--- src/rtl/axi_lite_regbank.sv ---
// AXI-Lite register bank: NumRegs x 32-bit registers with per-register hardware load and read-only mask.
// Define AXI_LITE_REGBANK_DECERR_EN to answer out-of-range accesses with DECERR instead of OKAY.
package axi_lite_regbank_pkg;
    typedef struct packed { logic [31:0] addr; } ax_chan_t;
    typedef struct packed { logic [31:0] data; logic [3:0] strb; } w_chan_t;
    typedef struct packed { logic [1:0] resp; logic user; } b_chan_t;
    typedef struct packed { logic [31:0] data; logic [1:0] resp; logic user; } r_chan_t;
    typedef struct packed {
        ax_chan_t aw; logic aw_valid;
        w_chan_t  w;  logic w_valid;
        logic     b_ready;
        ax_chan_t ar; logic ar_valid;
        logic     r_ready;
    } req_t;
    typedef struct packed {
        logic    aw_ready;
        logic    w_ready;
        b_chan_t b; logic b_valid;
        logic    ar_ready;
        r_chan_t r; logic r_valid;
    } resp_t;
endpackage

module axi_lite_regbank #(
    parameter int                 NumRegs   = 8,
    parameter int                 AddrWidth = 32,
    parameter logic [NumRegs-1:0] RoMask    = '0,
    parameter logic [31:0]        RstVal    = 32'h0,
    parameter type                req_t     = axi_lite_regbank_pkg::req_t,
    parameter type                resp_t    = axi_lite_regbank_pkg::resp_t
) (
    input  logic                      clk_i,
    input  logic                      rst_ni,
    input  req_t                      axi_req_i,
    output resp_t                     axi_resp_o,
    output logic [NumRegs-1:0][31:0]  reg_q_o,
    input  logic [NumRegs-1:0][31:0]  reg_d_i,
    input  logic [NumRegs-1:0]        reg_load_i
);
    localparam int IdxW = AddrWidth - 2;
    localparam logic [1:0] RespOkay   = 2'b00;
    localparam logic [1:0] RespSlvErr = 2'b10;
`ifdef AXI_LITE_REGBANK_DECERR_EN
    localparam logic [1:0] RespOor    = 2'b11;
`else
    localparam logic [1:0] RespOor    = 2'b00;
`endif

    logic [NumRegs-1:0][31:0] r_regs;
    logic                     r_aw_full, r_w_full, r_b_valid, r_r_valid;
    logic [IdxW-1:0]          r_aw_idx;
    logic [31:0]              r_w_data, r_r_data;
    logic [3:0]               r_w_strb;
    logic [1:0]               r_b_resp, r_r_resp;

    logic                     w_aw_ready, w_w_ready, w_ar_ready;
    logic                     w_aw_hs, w_w_hs, w_b_hs, w_ar_hs, w_r_hs, w_do_write;
    logic [IdxW-1:0]          w_wr_idx, w_ar_idx;
    logic [31:0]              w_wr_data, w_rd_data;
    logic [3:0]               w_wr_strb;
    logic [NumRegs-1:0]       w_wr_sel, w_wr_en;
    logic [1:0]               w_wr_resp, w_rd_resp;
    logic                     w_wr_in_range, w_ar_in_range;
    logic                     w_unused;

    assign w_unused = ^{axi_req_i.aw.addr[1:0], axi_req_i.ar.addr[1:0]};

    // Write path: AW and W buffers stay full until the B handshake, which blocks new requests.
    assign w_aw_ready = !r_aw_full && !r_b_valid;
    assign w_w_ready  = !r_w_full && !r_b_valid;
    assign w_aw_hs    = axi_req_i.aw_valid && w_aw_ready;
    assign w_w_hs     = axi_req_i.w_valid && w_w_ready;
    assign w_b_hs     = r_b_valid && axi_req_i.b_ready;
    assign w_do_write = (r_aw_full || w_aw_hs) && (r_w_full || w_w_hs) && !r_b_valid;

    assign w_wr_idx  = r_aw_full ? r_aw_idx : axi_req_i.aw.addr[AddrWidth-1:2];
    assign w_wr_data = r_w_full ? r_w_data : axi_req_i.w.data;
    assign w_wr_strb = r_w_full ? r_w_strb : axi_req_i.w.strb;
    assign w_wr_in_range = w_wr_idx < IdxW'(NumRegs);

    always_comb begin
        w_wr_sel = '0;
        for (int i = 0; i < NumRegs; i++) begin
            w_wr_sel[i] = (w_wr_idx == IdxW'(i));
        end
        w_wr_en = w_wr_sel & ~RoMask & {NumRegs{w_do_write}};
        if (!w_wr_in_range) begin
            w_wr_resp = RespOor;
        end else if (|(w_wr_sel & RoMask)) begin
            w_wr_resp = RespSlvErr;
        end else begin
            w_wr_resp = RespOkay;
        end
    end

    always_ff @(posedge clk_i or negedge rst_ni) begin
        if (!rst_ni) begin
            r_aw_full <= 1'b0;
            r_w_full  <= 1'b0;
            r_aw_idx  <= '0;
            r_w_data  <= '0;
            r_w_strb  <= '0;
            r_b_valid <= 1'b0;
            r_b_resp  <= '0;
        end else begin
            if (w_b_hs) begin
                r_aw_full <= 1'b0;
                r_w_full  <= 1'b0;
            end else begin
                if (w_aw_hs) begin
                    r_aw_full <= 1'b1;
                    r_aw_idx  <= axi_req_i.aw.addr[AddrWidth-1:2];
                end
                if (w_w_hs) begin
                    r_w_full <= 1'b1;
                    r_w_data <= axi_req_i.w.data;
                    r_w_strb <= axi_req_i.w.strb;
                end
            end
            if (w_do_write) begin
                r_b_valid <= 1'b1;
                r_b_resp  <= w_wr_resp;
            end else if (w_b_hs) begin
                r_b_valid <= 1'b0;
            end
        end
    end

    // An AXI write wins over a hardware load of the same register; loads elsewhere still land.
    always_ff @(posedge clk_i or negedge rst_ni) begin
        if (!rst_ni) begin
            r_regs <= {NumRegs{RstVal}};
        end else begin
            for (int i = 0; i < NumRegs; i++) begin
                if (w_wr_en[i]) begin
                    for (int b = 0; b < 4; b++) begin
                        if (w_wr_strb[b]) begin
                            r_regs[i][8*b +: 8] <= w_wr_data[8*b +: 8];
                        end
                    end
                end else if (reg_load_i[i]) begin
                    r_regs[i] <= reg_d_i[i];
                end
            end
        end
    end

    // Read path: data captured from pre-edge register contents at the AR handshake.
    assign w_ar_ready    = !r_r_valid;
    assign w_ar_hs       = axi_req_i.ar_valid && w_ar_ready;
    assign w_r_hs        = r_r_valid && axi_req_i.r_ready;
    assign w_ar_idx      = axi_req_i.ar.addr[AddrWidth-1:2];
    assign w_ar_in_range = w_ar_idx < IdxW'(NumRegs);
    assign w_rd_resp     = w_ar_in_range ? RespOkay : RespOor;

    always_comb begin
        w_rd_data = '0;
        for (int i = 0; i < NumRegs; i++) begin
            if (w_ar_idx == IdxW'(i)) begin
                w_rd_data = r_regs[i];
            end
        end
    end

    always_ff @(posedge clk_i or negedge rst_ni) begin
        if (!rst_ni) begin
            r_r_valid <= 1'b0;
            r_r_data  <= '0;
            r_r_resp  <= '0;
        end else if (w_ar_hs) begin
            r_r_valid <= 1'b1;
            r_r_data  <= w_rd_data;
            r_r_resp  <= w_rd_resp;
        end else if (w_r_hs) begin
            r_r_valid <= 1'b0;
        end
    end

    always_comb begin
        axi_resp_o          = '0;
        axi_resp_o.aw_ready = w_aw_ready;
        axi_resp_o.w_ready  = w_w_ready;
        axi_resp_o.b_valid  = r_b_valid;
        axi_resp_o.b.resp   = r_b_resp;
        axi_resp_o.ar_ready = w_ar_ready;
        axi_resp_o.r_valid  = r_r_valid;
        axi_resp_o.r.data   = r_r_data;
        axi_resp_o.r.resp   = r_r_resp;
    end

    assign reg_q_o = r_regs;
endmodule

--- config.mk ---
export PLATFORM = sky130hd
export DESIGN_NAME = axi_lite_regbank
export DESIGN_NICKNAME = d
export VERILOG_FILES = /design/src/rtl/axi_lite_regbank.sv
export SDC_FILE = /design/constraint.sdc
export NUM_CORES = 1
export LEC_CHECK = 0
export CAP_MARGIN = 20
export CORE_AREA = 2 2 261 263
export CTS_BUF_LIST = sky130_fd_sc_hd__clkbuf_4 sky130_fd_sc_hd__clkbuf_8
export CTS_CLUSTER_SIZE = 16
export DETAILED_ROUTE_END_ITERATION = 8
export DIE_AREA = 0 0 263 265
export GPL_ROUTABILITY_DRIVEN = 0
export PLACE_DENSITY = 0.63
export SYNTH_ARGS = -nofsm -noshare
export SYNTH_HDL_FRONTEND = slang
export SYNTH_SLANG_ARGS = --single-unit
export TNS_END_PERCENT = 50
--- constraint.sdc ---
create_clock -name clk_i -period 2.7 [get_ports clk_i]
set_input_delay 0.54 -clock clk_i [delete_from_list [all_inputs] [get_ports clk_i]]
set_output_delay 0.54 -clock clk_i [all_outputs]
set_load 0.1 [all_outputs]
# Yosys cells after proc, flatten, opt, wreduce, memory -nomap -nowiden
# Index checks and enable logic that the tools add are counted.
[classes] reduce_logical=63 n_eq_ne=46 n_bitwise=2 n_mux=39
[ops] op="32-bit two-way mux" count=25
[ops] op="30-bit by 3-bit equality test with 1-bit output, second input constant" count=8
[ops] op="30-bit by 2-bit equality test with 1-bit output, second input constant" count=4
[ops] op="2-bit AND reduction" count=34
[ops] op="2-bit != test, second input constant" count=32
[ops] op="30-bit by 1-bit equality test with 1-bit output, second input constant" count=2
[ops] op="30-bit logical NOT" count=2
[ops] op="8-bit two-way mux" count=4
[ops] op="30-bit two-way mux" count=1
[ops] op="2-bit nonzero test" count=12
[ops] op="1-bit logical AND" count=9
[ops] op="8-bit bitwise AND" count=1
[ops] op="1-bit two-way mux" count=8
[ops] op="1-bit logical NOT" count=4
[ops] op="4-bit two-way mux" count=1
[ops] op="1-bit logical OR" count=2
[ops] op="1-bit inverter" count=1
[totals] ff_bits=358 output_inout_bits=299 wordCells=190 inputBits=371

# Depth between registers and ports, before layout
# Gate-level depths: netlist of run 1.
[logic_depth] depth_word=9 depth_mapped=9 mapped_depth_nobuf=6

# Least setup slack after synthesis of run 1
# OpenSTA, ideal clock, no wires.
[synth_path] path_kind="input to register" startpoint="input axi_req_i[85] in the netlist's numbering" endpoint="register r_regs, in the netlist reg_q_o[199]" t_required_ps=2528 setup_time_ps=172 path_slack_ps=374 cell_stages=7 path_buffers=1 arrival_ps=2154 path_cell_list="nor4_1 nand3_1 a211o_1 buf_6 nor2_8 mux2i_1 a221oi_1"
[synth_between] elab_chain_cells=5 elab_cells_between_ends=7 cone_classes="eq/ne: 2; mux: 2; bitwise: 1; reduce/logical: 2"
[synth_lines] element="from (decl)" line="34" text="input req_t axi_req_i,"
[synth_lines] element="30-bit two-way mux *" line="76" text="assign w_wr_idx = r_aw_full ? r_aw_idx : axi_req_i.aw.addr[AddrWidth-1:2];"
[synth_lines] element="30-bit by 3-bit equality test with 1-bit output *" line="84" text="w_wr_sel[i] = (w_wr_idx == IdxW'(i));"
[synth_lines] element="8-bit bitwise AND *" line="86" text="w_wr_en = w_wr_sel & ~RoMask & {NumRegs{w_do_write}};"
[synth_lines] element="2-bit != test (no line) / 2-bit nonzero test (equally long branches)"
[synth_lines] element="2-bit AND reduction (no line)"
[synth_lines] element="to (signal assigned)" line="132" text="r_regs <= {NumRegs{RstVal}};"
[synth_lines] element="to (signal, indexed assignment)" line="138" text="r_regs[i][8*b +: 8] <= w_wr_data[8*b +: 8];"
[synth_lines] element="to (signal, indexed assignment)" line="142" text="r_regs[i] <= reg_d_i[i];"
[synth_lines] element="to (decl)" line="49" text="logic [NumRegs-1:0][31:0] r_regs;"
# Every way passes the cells marked *; elsewhere a longest branch is shown, timed or not.
# A chain may end at the register's enable or synchronous reset.

# Worst setup path after layout of run 1
[layout_path] startpoint="register r_aw_full" endpoint="register r_regs, in the netlist reg_q_o[255]"
[layout_between] elab_chain_cells=9 elab_cells_between_ends=13 cone_classes="eq/ne: 2; mux: 2; bitwise: 1; reduce/logical: 8"
[layout_lines] element="from (decl)" line="50" text="logic r_aw_full, r_w_full, r_b_valid, r_r_valid;"
[layout_lines] element="from (signal assigned)" line="98" text="r_aw_full <= 1'b0;"
[layout_lines] element="from (signal assigned)" line="107" text="r_aw_full <= 1'b0;"
[layout_lines] element="from (signal assigned)" line="111" text="r_aw_full <= 1'b1;"
[layout_lines] element="parallel branches: the longest is 6 deep, another holds 30-bit two-way mux"
[layout_lines] element="8-bit bitwise AND *" line="86"
[layout_lines] element="2-bit != test (no line) / 2-bit nonzero test (equally long branches)"
[layout_lines] element="2-bit AND reduction (no line)"
# Every way passes the cells marked *.

==> out/qor.txt, run 1 <==
CP arrival: 3.12 ns
yosys warns: 0
Post-DP HPWL: 77800 µm
combinational share of power: 42.7%
root buffer cell: clkbuf_8
Synth area leaders: dfrtp_1 (49%), a221oi_1 (13%), nor2_1 (6.5%)
Core Area: 66800 µm²
Worst Tran Pin Value: 1.01 ns
CTS buffer count: 67
P per Cell Area: 781 nW/µm²
final cell count without fillers: 3699
CP cell instances: nor4_2 -> nand3_1 -> a211o_1 -> buf_12 -> nor2_8 -> mux2i_1 -> buf_4 -> a221oi_1
Peak VDD IR: 650 µV
Pleak: 13.1 nW
commonest cells after routing, fill and taps aside: buf_4 (501), clkdlybuf4s50_1 (362), dfrtp_1 (356)
first-pass GRT wire length: 140000 µm
nets: 3139
CTS Sinks: 358
1st-pass router iterations: 6
vias in the first global route: 20100
Ports: 670
CP max FO: 9
Multi-input gate area: 7850 µm²
placed instance count: 3568
Max Cap Violations: 0
worst hold margin: 0.462 ns
# setup viols final: 0
worst hold path class: primary input to flop
final worst slack: 0.0824 ns
Main synth FF type: dfrtp_1
critical path endpoint category: flop
Vert. Die Dim: 265 µm
Power Total: 22.2 mW
largest net degree at the start of global routing: 89
area of the mapped netlist: 18300 µm²
Row Count: 95
final core occ: 42.5%
Unique masters post-synth: 48
Reg power frac: 31.4%
Die W: 263 µm
Routed WL: 98600 µm
Syn Inst Count: 1927
pre-CTS WS: -0.444 ns
Fin Setup TNS: 0 ns
Die Area: 69700 µm²
GRT Total Usage: 27.4%
Pint: 12.3 mW
top cell type's share of synthesized area: 49.0%
grt total ovfl: 0
Vias/cell: 5.44
slew margin rel.: 32.8%
H-tree depth: 3
minimum clock period: 2.62 ns
flops & latches, synth: 358
share of layout cells above drive strength 1: 27.1%
DRC: 0
post-placement cell area: 26900 µm²
Vias: 20100
drt wl/cell: 26.7 µm
highest cell delay on the worst timing path: 0.49 ns
worst clock skew: 0.0331 ns
synthesis-to-layout area growth: 55.4%
fin crit share: 96.9%
switching portion of total power: 44.4%
asr flop ratio synth: 100%
status: complete, no violations
CTS tree: built
most common cell after layout, fill and taps aside: buf_4
Sw Pwr: 9.85 mW
initial antenna violation count: 13
Clk pwr share: 25.9%
register area: 8960 µm²
unrepaired setup endpoints after global routing: false
fmax: 382 MHz
Skew-Pair Late Insertion Delay: 0.66 ns
Max Buffers Root-to-Sink: 3
Clock transition at path regs: 0.06 ns
Critical Path RT: 3.20 ns
register area share after synthesis: 49.0%
Final Cell Area: 28400 µm²
Initial Util: 27.4%
Critical Path Slowest Stage Cell: dfrtp_2
startpoint types: flop
Antenna Nets Post-Route: 0
Final Hold Vio Count: 0
Max Slew Vio Count: 0
number of synthesized flops with an enable pin: 0
post-synth top area cell: dfrtp_1
Initial DRC Count: 2300
Post-Syn Area per Cell: 9.49 µm²
I/O Buffers: 659
final-layout fill cell count: 6463
CP Class: flop to flop
## Yosys cell counts (3+ instances only)
library cell	n
a2111oi_0	6
a211oi_1	33
a21oi_1	45
a221oi_1	276
a22oi_1	25
buf_1	22
buf_2	30
buf_4	12
clkbuf_1	66
dfrtp_1	358
inv_1	261
mux2_2	71
mux2i_1	40
mux4_2	5
nand2_1	61
nand2b_1	4
nand3_1	3
nor2_1	319
nor2_8	8
nor2b_1	35
nor3_1	24
nor4_1	15
o211ai_1	4
o211ai_4	3
o21ai_0	150
o21ai_2	8
o221ai_1	10
o22ai_1	3
or4_1	4
## area by class of cell
cell class              instances  share of cell area [%]
inverters                     262                    3.46
clock buffers                 107                    4.79
multi-input cells            1180                    27.6
clock inverters                11                   0.251
flip-flops and latches        358                    31.5
diodes                          9                  0.0793
repair buffers                899                    28.4
well taps                     873                    3.84
## state kept, by name (all words and copies together), names as in the netlist
register and count:
r_w_full 1, r_r_valid 1, r_aw_idx 30, r_r_data 32, r_b_valid 1, r_w_strb 4, reg_q_o 256, r_w_data 32
r_aw_full 1
## metal layers
metal	share of wire [%]	vias to the layer above	GRT usage (%)
met5	0.021	-	0
met4	3.3	4	9.20
met3	9.4	234	6.50
met2	45	1340	43.0
met1	42	9918	37.1
li1	-	8642	-
## what timing repair did
action	CTS	global route
setup endpoints to repair	106	35
setup buffers	0	3
hold endpoints to repair	74	0
pin swaps	0	1
hold buffers	1	0
gates resized for setup	2	2
## logic make-up after synthesis
family	share of synthesized area, %
AO/OA/AOI/OAI	23.2
AND/OR/NAND/NOR	12.0
buffers and inverters	8.62
flip-flops	49.0
multiplexers	7.18
other	0.0205
## worst paths after layout
kind	depth (start not counted)	start	slack, ns	endpoint
worst max-delay path	8	r_aw_full	0.08	reg_q_o[255]
worst min-delay path	3	reg_d_i[112]	0.46	reg_q_o[112]
worst max register to register	8	r_aw_full	0.08	reg_q_o[255]
worst min register to register	2	r_r_data[4]	0.49	r_r_data[4]
max in group asynchronous	3	rst_ni	1.30	reg_q_o[241]
min in group asynchronous	2	rst_ni	0.51	reg_q_o[148]
## critical path, delay by kind of cell, from the launching register on
kind | cells | cell delay [ns]
and+or+nand+nor | 3 | 0.74
buffers and inverters | 2 | 0.38
AOI/OAI and AO/OA | 2 | 0.45
DFF | 1 | 0.49
muxes | 1 | 0.37
## power groups by stage
stage / logic, mW / clock network, mW / registers (mW)
final: 9.47 / 5.74 / 6.97
after global routing: 9.79 / 6.08 / 7.06
after CTS: 9.30 / 5.83 / 6.95
after detailed placement: 9.28 / 0 / 7.04
after global placement: 9.16 / 0 / 6.99
after floorplan: 2.95 / 0 / 9.27
Power figures use the tool's default switching activity.
==> run 2, diff against run 1 <==
--- a/config.mk
+++ b/config.mk
@@ -13,6 +13,7 @@
 export DIE_AREA = 0 0 263 265
 export GPL_ROUTABILITY_DRIVEN = 0
 export PLACE_DENSITY = 0.63
+export SKIP_LAST_GASP = 1
 export SYNTH_ARGS = -nofsm -noshare
 export SYNTH_HDL_FRONTEND = slang
 export SYNTH_SLANG_ARGS = --single-unit
==> constraint.sdc (replaced) <==
create_clock -name clk_i -period 2.9 [get_ports clk_i]
set_input_delay 0.58 -clock clk_i [delete_from_list [all_inputs] [get_ports clk_i]]
set_output_delay 0.58 -clock clk_i [all_outputs]
set_load 0.1 [all_outputs]
==> run 2 against run 1 <==
Total power decreased by 7.9%. Utilization decreased by 0.51 points. Highest routed layer unchanged. Via count increased by 0.59%. Design area decreased by 1.2%. Clock power decreased by 10%. Die area unchanged. Critical endpoint is now reg_q_o[51]. Combinational power decreased by 7.6%. Final cell count decreased by 0.76%.
==> out/qor.txt, run 2 (same netlist as run 1, synthesis figures left out) <==
Row Count: 95 (unchanged)
drt wl/cell: 27.1 µm (+1.6%)
R2R Path End: reg_q_o[51]
Peak VDD IR: 515 µV (-21%)
highest cell delay on the worst timing path: 0.72 ns (+0.23 ns)
first-pass GRT wire length: 141000 µm (+0.68%)
CP Class: flop to flop
GRT Total Usage: 27.6% (+0.25 points)
r2r startpoint: r_aw_full
Worst Tran Pin Value: 0.935 ns (-0.0734 ns)
Core Area: 66800 µm² (unchanged)
Resize count post-CTS: 0 (-2)
Post-DP HPWL: 78100 µm (+0.37%)
pre-CTS WS: -0.368 ns (+0.0759 ns)
slew margin rel.: 35.9% (+3.1 points)
Max Buffers Root-to-Sink: 3 (unchanged)
Critical Path End: reg_q_o[51]
share of layout cells above drive strength 1: 26.2% (-0.85 points)
commonest cells after routing, fill and taps aside: buf_4 (483), clkdlybuf4s50_1 (362), dfrtp_1 (357)
Skew-Pair Late Insertion Delay: 0.65 ns (about the same)
CP cell instances: nor4_1 -> nand3_1 -> a211o_1 -> buf_12 -> nor2_8 -> mux2i_1 -> a221oi_1
crit path launch: r_aw_full
final core occ: 42.0% (-0.51 points)
final worst slack: 0.118 ns (+0.0355 ns)
initial antenna violation count: 9 (-4)
Critical Path Slowest Stage Cell: mux2i_1
Antenna Nets Post-Route: 0 (unchanged)
Final Cell Area: 28100 µm² (-1.2%)
CTS Sinks: 358 (unchanged)
Die Area: 69700 µm² (unchanged)
Largest register FFs: 256 (unchanged)
DRC: 0 (unchanged)
1st-pass router iterations: 7 (+1)
Initial DRC Count: 2596 (+13%)
I/O Buffers: 659 (unchanged)
status: complete, no violations
Initial Util: 27.4% (unchanged)
Fin Setup TNS: 0 ns (unchanged)
worst hold path class: flop to flop
nets: 3115 (-0.76%)
Final Hold Vio Count: 0 (unchanged)
Max Slew Vio Count: 0 (unchanged)
worst hold margin: 0.489 ns (+0.0271 ns)
most common cell after layout, fill and taps aside: buf_4
P per Cell Area: 728 nW/µm² (-6.8%)
Critical Path RT: 3.36 ns (+0.16 ns)
Max Cap Violations: 0 (unchanged)
grt peak-use layer: met2
fmax: 359 MHz (-5.9%)
synthesis-to-layout area growth: 53.6%
unrepaired setup endpoints after global routing: false
flop-to-flop setup slack: 0.12 ns (+0.04 ns)
Vert. Die Dim: 265 µm (unchanged)
minimum clock period: 2.78 ns (+0.165 ns)
H-tree depth: 3 (unchanged)
Global Route met3 Usage: 5.89% (-0.61 points)
Vias: 20300 (+0.59%)
Vias/cell: 5.52 (+1.4%)
CP max FO: 9 (unchanged)
Ports: 670 (unchanged)
# setup viols final: 0 (unchanged)
Pleak: 12.9 nW (-1.4%)
grt total ovfl: 0 (unchanged)
M2 GR Usage: 42.8% (-0.18 points)
post-placement cell area: 26700 µm² (-0.86%)
root buffer cell: clkbuf_8
largest net degree at the start of global routing: 74 (-17%)
met1 Resource Use GR: 37.8% (+0.74 points)
Routed WL: 99400 µm (+0.81%)
CP arrival: 3.24 ns (+0.12 ns)
CTS tree: built
vias in the first global route: 20300 (+0.77%)
CTS buffer count: 67 (unchanged)
Clock transition at path regs: 0.06 ns (about the same)
fin crit share: 95.9% (-1.0 points)
Die W: 263 µm (unchanged)
final-layout fill cell count: 6524 (+0.94%)
startpoint types: flop
worst clock skew: 0.0241 ns (-0.00896 ns)
R2R depth: 7 (-1)
critical path endpoint category: flop
run 2: changes by cell type in the layout (fill, tap and decap cells not counted):
cell        change
clkbuf_8        -6
dfrtp_2         -1
buf_4          -18
clkinv_2        +2
dfrtp_1         +1
nor4_2          -1
nor4_1          +1
diode_2         -1
mux2i_1         +2
buf_12          -6
clkinvlp_4      +1
mux2i_2         -2
run 2: final cells by class:
cell class	count	area [µm²]	share of cell area [%]
Multi-Input combinational cell	1180	7840	27.9
Tap cell	873	1090	3.89
Antenna cell	8	20.0	0.0713
Sequential cell	358	8960	31.9
Clock buffer	101	1280	4.55
Inverter	262	983	3.50
Clock inverter	14	88.8	0.316
Timing Repair Buffer	875	7820	27.9
run 2: timing repair:
item,4_1_cts,5_1_grt
setup buffers,0,0
endpoints found under the hold margin,60,0
setup endpoints to repair,0,0
hold buffers,1,0
run 2: metrics by stage:
step	instances	power, mW
floorplan	1932	11.4
global placement	3547	15.0
detailed placement	3547	15.2
CTS	3663	20.4
global route	3668	21.1
finish	3671	20.4
run 2: where the power goes:
group	internal (mW)	switching, mW	total, mW
Combinational	2.61	6.13	8.75
Clock	2.82	2.33	5.15
Sequential	5.82	0.720	6.54
run 2: worst min-delay path by stage:
stage,startpoint,end,cells after the start
2_1_floorplan,rst_ni,r_aw_full,0
3_3_place_gp,r_r_data[4],r_r_data[4],2
3_5_place_dp,r_r_data[7],r_r_data[7],2
4_1_cts,reg_d_i[135],reg_q_o[135],3
5_1_grt,reg_d_i[29],reg_q_o[29],3
6_report,r_r_data[4],r_r_data[4],2
run 2: routing by layer:
| metal | share of wire, % | vias to the layer above |
|---|---|---|
| met5 | 0.027 | - |
| met4 | 3.6 | 4 |
| met3 | 9.5 | 230 |
| met2 | 45 | 1395 |
| met1 | 42 | 10000 |
| li1 | - | 8583 |
run 2: critical path: cells and delay by family (launching register included):
family	cells	cell delay, ns
compound gates	2	0.55
flops	1	0.52
mux	1	0.72
buf+inv	1	0.18
simple gates	3	0.61
==> run 3, diff against run 2 <==
--- a/config.mk
+++ b/config.mk
@@ -6,13 +6,15 @@
 export NUM_CORES = 1
 export LEC_CHECK = 0
 export CAP_MARGIN = 20
-export CORE_AREA = 2 2 261 263
+export CELL_PAD_IN_SITES_DETAIL_PLACEMENT = 0
+export CELL_PAD_IN_SITES_GLOBAL_PLACEMENT = 1
+export CORE_AREA = 2 2 257 259
 export CTS_BUF_LIST = sky130_fd_sc_hd__clkbuf_4 sky130_fd_sc_hd__clkbuf_8
 export CTS_CLUSTER_SIZE = 16
 export DETAILED_ROUTE_END_ITERATION = 8
-export DIE_AREA = 0 0 263 265
+export DIE_AREA = 0 0 259 261
 export GPL_ROUTABILITY_DRIVEN = 0
-export PLACE_DENSITY = 0.63
+export PLACE_DENSITY = 0.79
 export SKIP_LAST_GASP = 1
 export SYNTH_ARGS = -nofsm -noshare
 export SYNTH_HDL_FRONTEND = slang
==> run 3 against run 2 <==
Design area shrank 0.29%. Utilization grew 1.0 points. Setup slack gained 0.083 ns. Critical path depth grew 1.
==> out/qor.txt, run 3 (same netlist as run 1, synthesis figures left out) <==
Pleak: 12.8 nW (-0.46%)
H-tree depth: 3 (unchanged)
Final Hold Vio Count: 0 (unchanged)
Vias/cell: 5.50 (-0.32%)
status: complete, no violations
CP cell instances: buf_4 -> mux2_2 -> a211o_1 -> buf_12 -> nor2_8 -> mux2i_1 -> buf_4 -> a221oi_1
startpoint types: flop
CTS tree: built
worst hold path class: primary input to asynchronous set/reset pin
Row Count: 94 (-1.1%)
vias in the first global route: 19900 (-1.9%)
nets: 3091 (-0.77%)
largest net degree at the start of global routing: 71 (-4.1%)
Antenna Nets Post-Route: 0 (unchanged)
Vias: 20000 (-1.3%)
Post-DP HPWL: 75800 µm (-3.0%)
root buffer cell: clkbuf_8
synthesis-to-layout area growth: 53.1%
Worst Tran Pin Value: 1.10 ns (+0.165 ns)
Core Area: 65000 µm² (-2.6%)
slew margin rel.: 26.6% (-9.3 points)
Post-CTS Setup Bufs: 0 (unchanged)
fin crit share: 93.1% (-2.9 points)
Peak VDD IR: 498 µV (-3.3%)
# setup viols final: 0 (unchanged)
Die Area: 67600 µm² (-3.0%)
met1 Resource Use GR: 36.1% (-1.7 points)
minimum clock period: 2.70 ns (-0.0835 ns)
Ports: 670 (unchanged)
highest cell delay on the worst timing path: 0.59 ns (-0.13 ns)
grt total ovfl: 0 (unchanged)
Max Cap Violations: 0 (unchanged)
Max Buffers Root-to-Sink: 3 (unchanged)
Max Slew Vio Count: 0 (unchanged)
first-pass GRT wire length: 137000 µm (-3.4%)
commonest cells after routing, fill and taps aside: buf_4 (455), clkdlybuf4s50_1 (362), dfrtp_1 (357)
unrepaired setup endpoints after global routing: false
drt wl/cell: 26.5 µm (-2.0%)
share of layout cells above drive strength 1: 25.7% (-0.51 points)
Die W: 259 µm (-1.5%)
Largest register FFs: 256 (unchanged)
pre-CTS WS: -0.519 ns (-0.150 ns)
most common cell after layout, fill and taps aside: buf_4
Vert. Die Dim: 261 µm (-1.5%)
P per Cell Area: 737 nW/µm² (+1.2%)
critical path endpoint category: flop
fmax: 371 MHz (+3.1%)
Skew-Pair Late Insertion Delay: 0.67 ns (+0.02 ns)
GRT Total Usage: 27.5% (-0.14 points)
Critical Path Slowest Stage Cell: dfrtp_1
M2 GR Usage: 43.3% (+0.49 points)
final worst slack: 0.201 ns (+0.0835 ns)
CP Class: flop to flop
CP arrival: 3.21 ns (-0.03 ns)
final core occ: 43.0% (+1.0 points)
Critical Path RT: 3.41 ns (+0.05 ns)
Global Route met3 Usage: 8.61% (+2.7 points)
I/O Buffers: 659 (unchanged)
Initial DRC Count: 2136 (-18%)
CP max FO: 11 (+2)
DRC: 0 (unchanged)
initial antenna violation count: 14 (+5)
grt peak-use layer: met2
final-layout fill cell count: 6313 (-3.2%)
CTS Sinks: 358 (unchanged)
1st-pass router iterations: 8 (+1)
CTS buffer count: 69 (+3.0%)
Initial Util: 28.1% (+0.74 points)
Clock transition at path regs: 0.06 ns (about the same)
Routed WL: 96500 µm (-2.9%)
worst clock skew: 0.0396 ns (+0.0155 ns)
cell mode on critical path: buf_4
-- run 3: cell count changes in the layout (fill, tap and decap cells not counted), moves of 2 or more --
| cell | change |
|---|---|
| inv_8 | +2 |
| bufinv_16 | +2 |
| buf_4 | -28 |
| inv_6 | -2 |
| diode_2 | -4 |
| clkbuf_8 | +5 |
| buf_12 | +2 |
| clkbuf_4 | -3 |
| o21ai_4 | -3 |
| o21ai_2 | +3 |
-- run 3: per-stage QoR --
stage | TNS [ns] | instances | instance area, µm² | power (mW) | hold WS [ns]
after CTS | 0 | 3632 | 28000 | 20.6 | 0.448
final | 0 | 3636 | 28000 | 20.6 | 0.486
after global routing | 0 | 3632 | 28000 | 21.3 | 0.479
after detailed placement | -34.31 | 3512 | 26500 | 15.0 | 0.478
after global placement | -19.41 | 3512 | 26500 | 14.8 | 0.478
after floorplan | 0 | 1932 | 18300 | 11.4 | 0.284
-- run 3: layout make-up --
type / instances / area (µm²) / share of cell area (%)
Sequential cell: 358 / 8960 / 32.0
Antenna cell: 4 / 10.0 / 0.0358
Inverter: 262 / 983 / 3.51
Multi-Input combinational cell: 1180 / 7820 / 27.9
Clock inverter: 16 / 165 / 0.590
Clock buffer: 103 / 1320 / 4.73
Tap cell: 864 / 1080 / 3.86
Timing Repair Buffer: 849 / 7650 / 27.3
-- run 3: critical path: cells and delay by family (launching register included) --
| kind | cells | cell delay [ns] |
|---|---|---|
| and+or+nand+nor | 1 | 0.18 |
| muxes | 2 | 0.70 |
| AOI/OAI and AO/OA | 2 | 0.42 |
| DFF | 1 | 0.59 |
| buffers and inverters | 3 | 0.66 |
-- run 3: worst paths after layout --
| kind | from | end | slack (ns) | depth (start not counted) |
|---|---|---|---|---|
| max | r_aw_full | reg_q_o[42] | 0.20 | 8 |
| min | rst_ni | r_w_data[0] | 0.49 | 2 |
| max reg2reg | r_aw_full | reg_q_o[42] | 0.20 | 8 |
| min reg2reg | r_r_data[7] | r_r_data[7] | 0.49 | 2 |
| max in group asynchronous | rst_ni | reg_q_o[98] | 1.52 | 3 |
| min in group clk_i | r_r_data[7] | r_r_data[7] | 0.49 | 2 |
-- run 3: repair_timing --
item,4_1_cts,5_1_grt
endpoints found under the hold margin,62,0
hold buffers,1,0
resized for setup,0,1
setup endpoints to repair,0,8
-- run 3: layer usage --
| layer | part of all wire [%] | vias up |
|---|---|---|
| met4 | 3.1 | 20 |
| li1 | - | 8529 |
| met5 | 0.14 | - |
| met2 | 45 | 1240 |
| met3 | 11 | 235 |
| met1 | 41 | 9975 |
-- run 3: power breakdown --
part / switching (mW) / internal [mW] / leakage (nW)
sequential: 0.676 / 5.82 / 4.12
combinational: 6.01 / 2.57 / 7.94
clock: 2.43 / 3.11 / 0.781
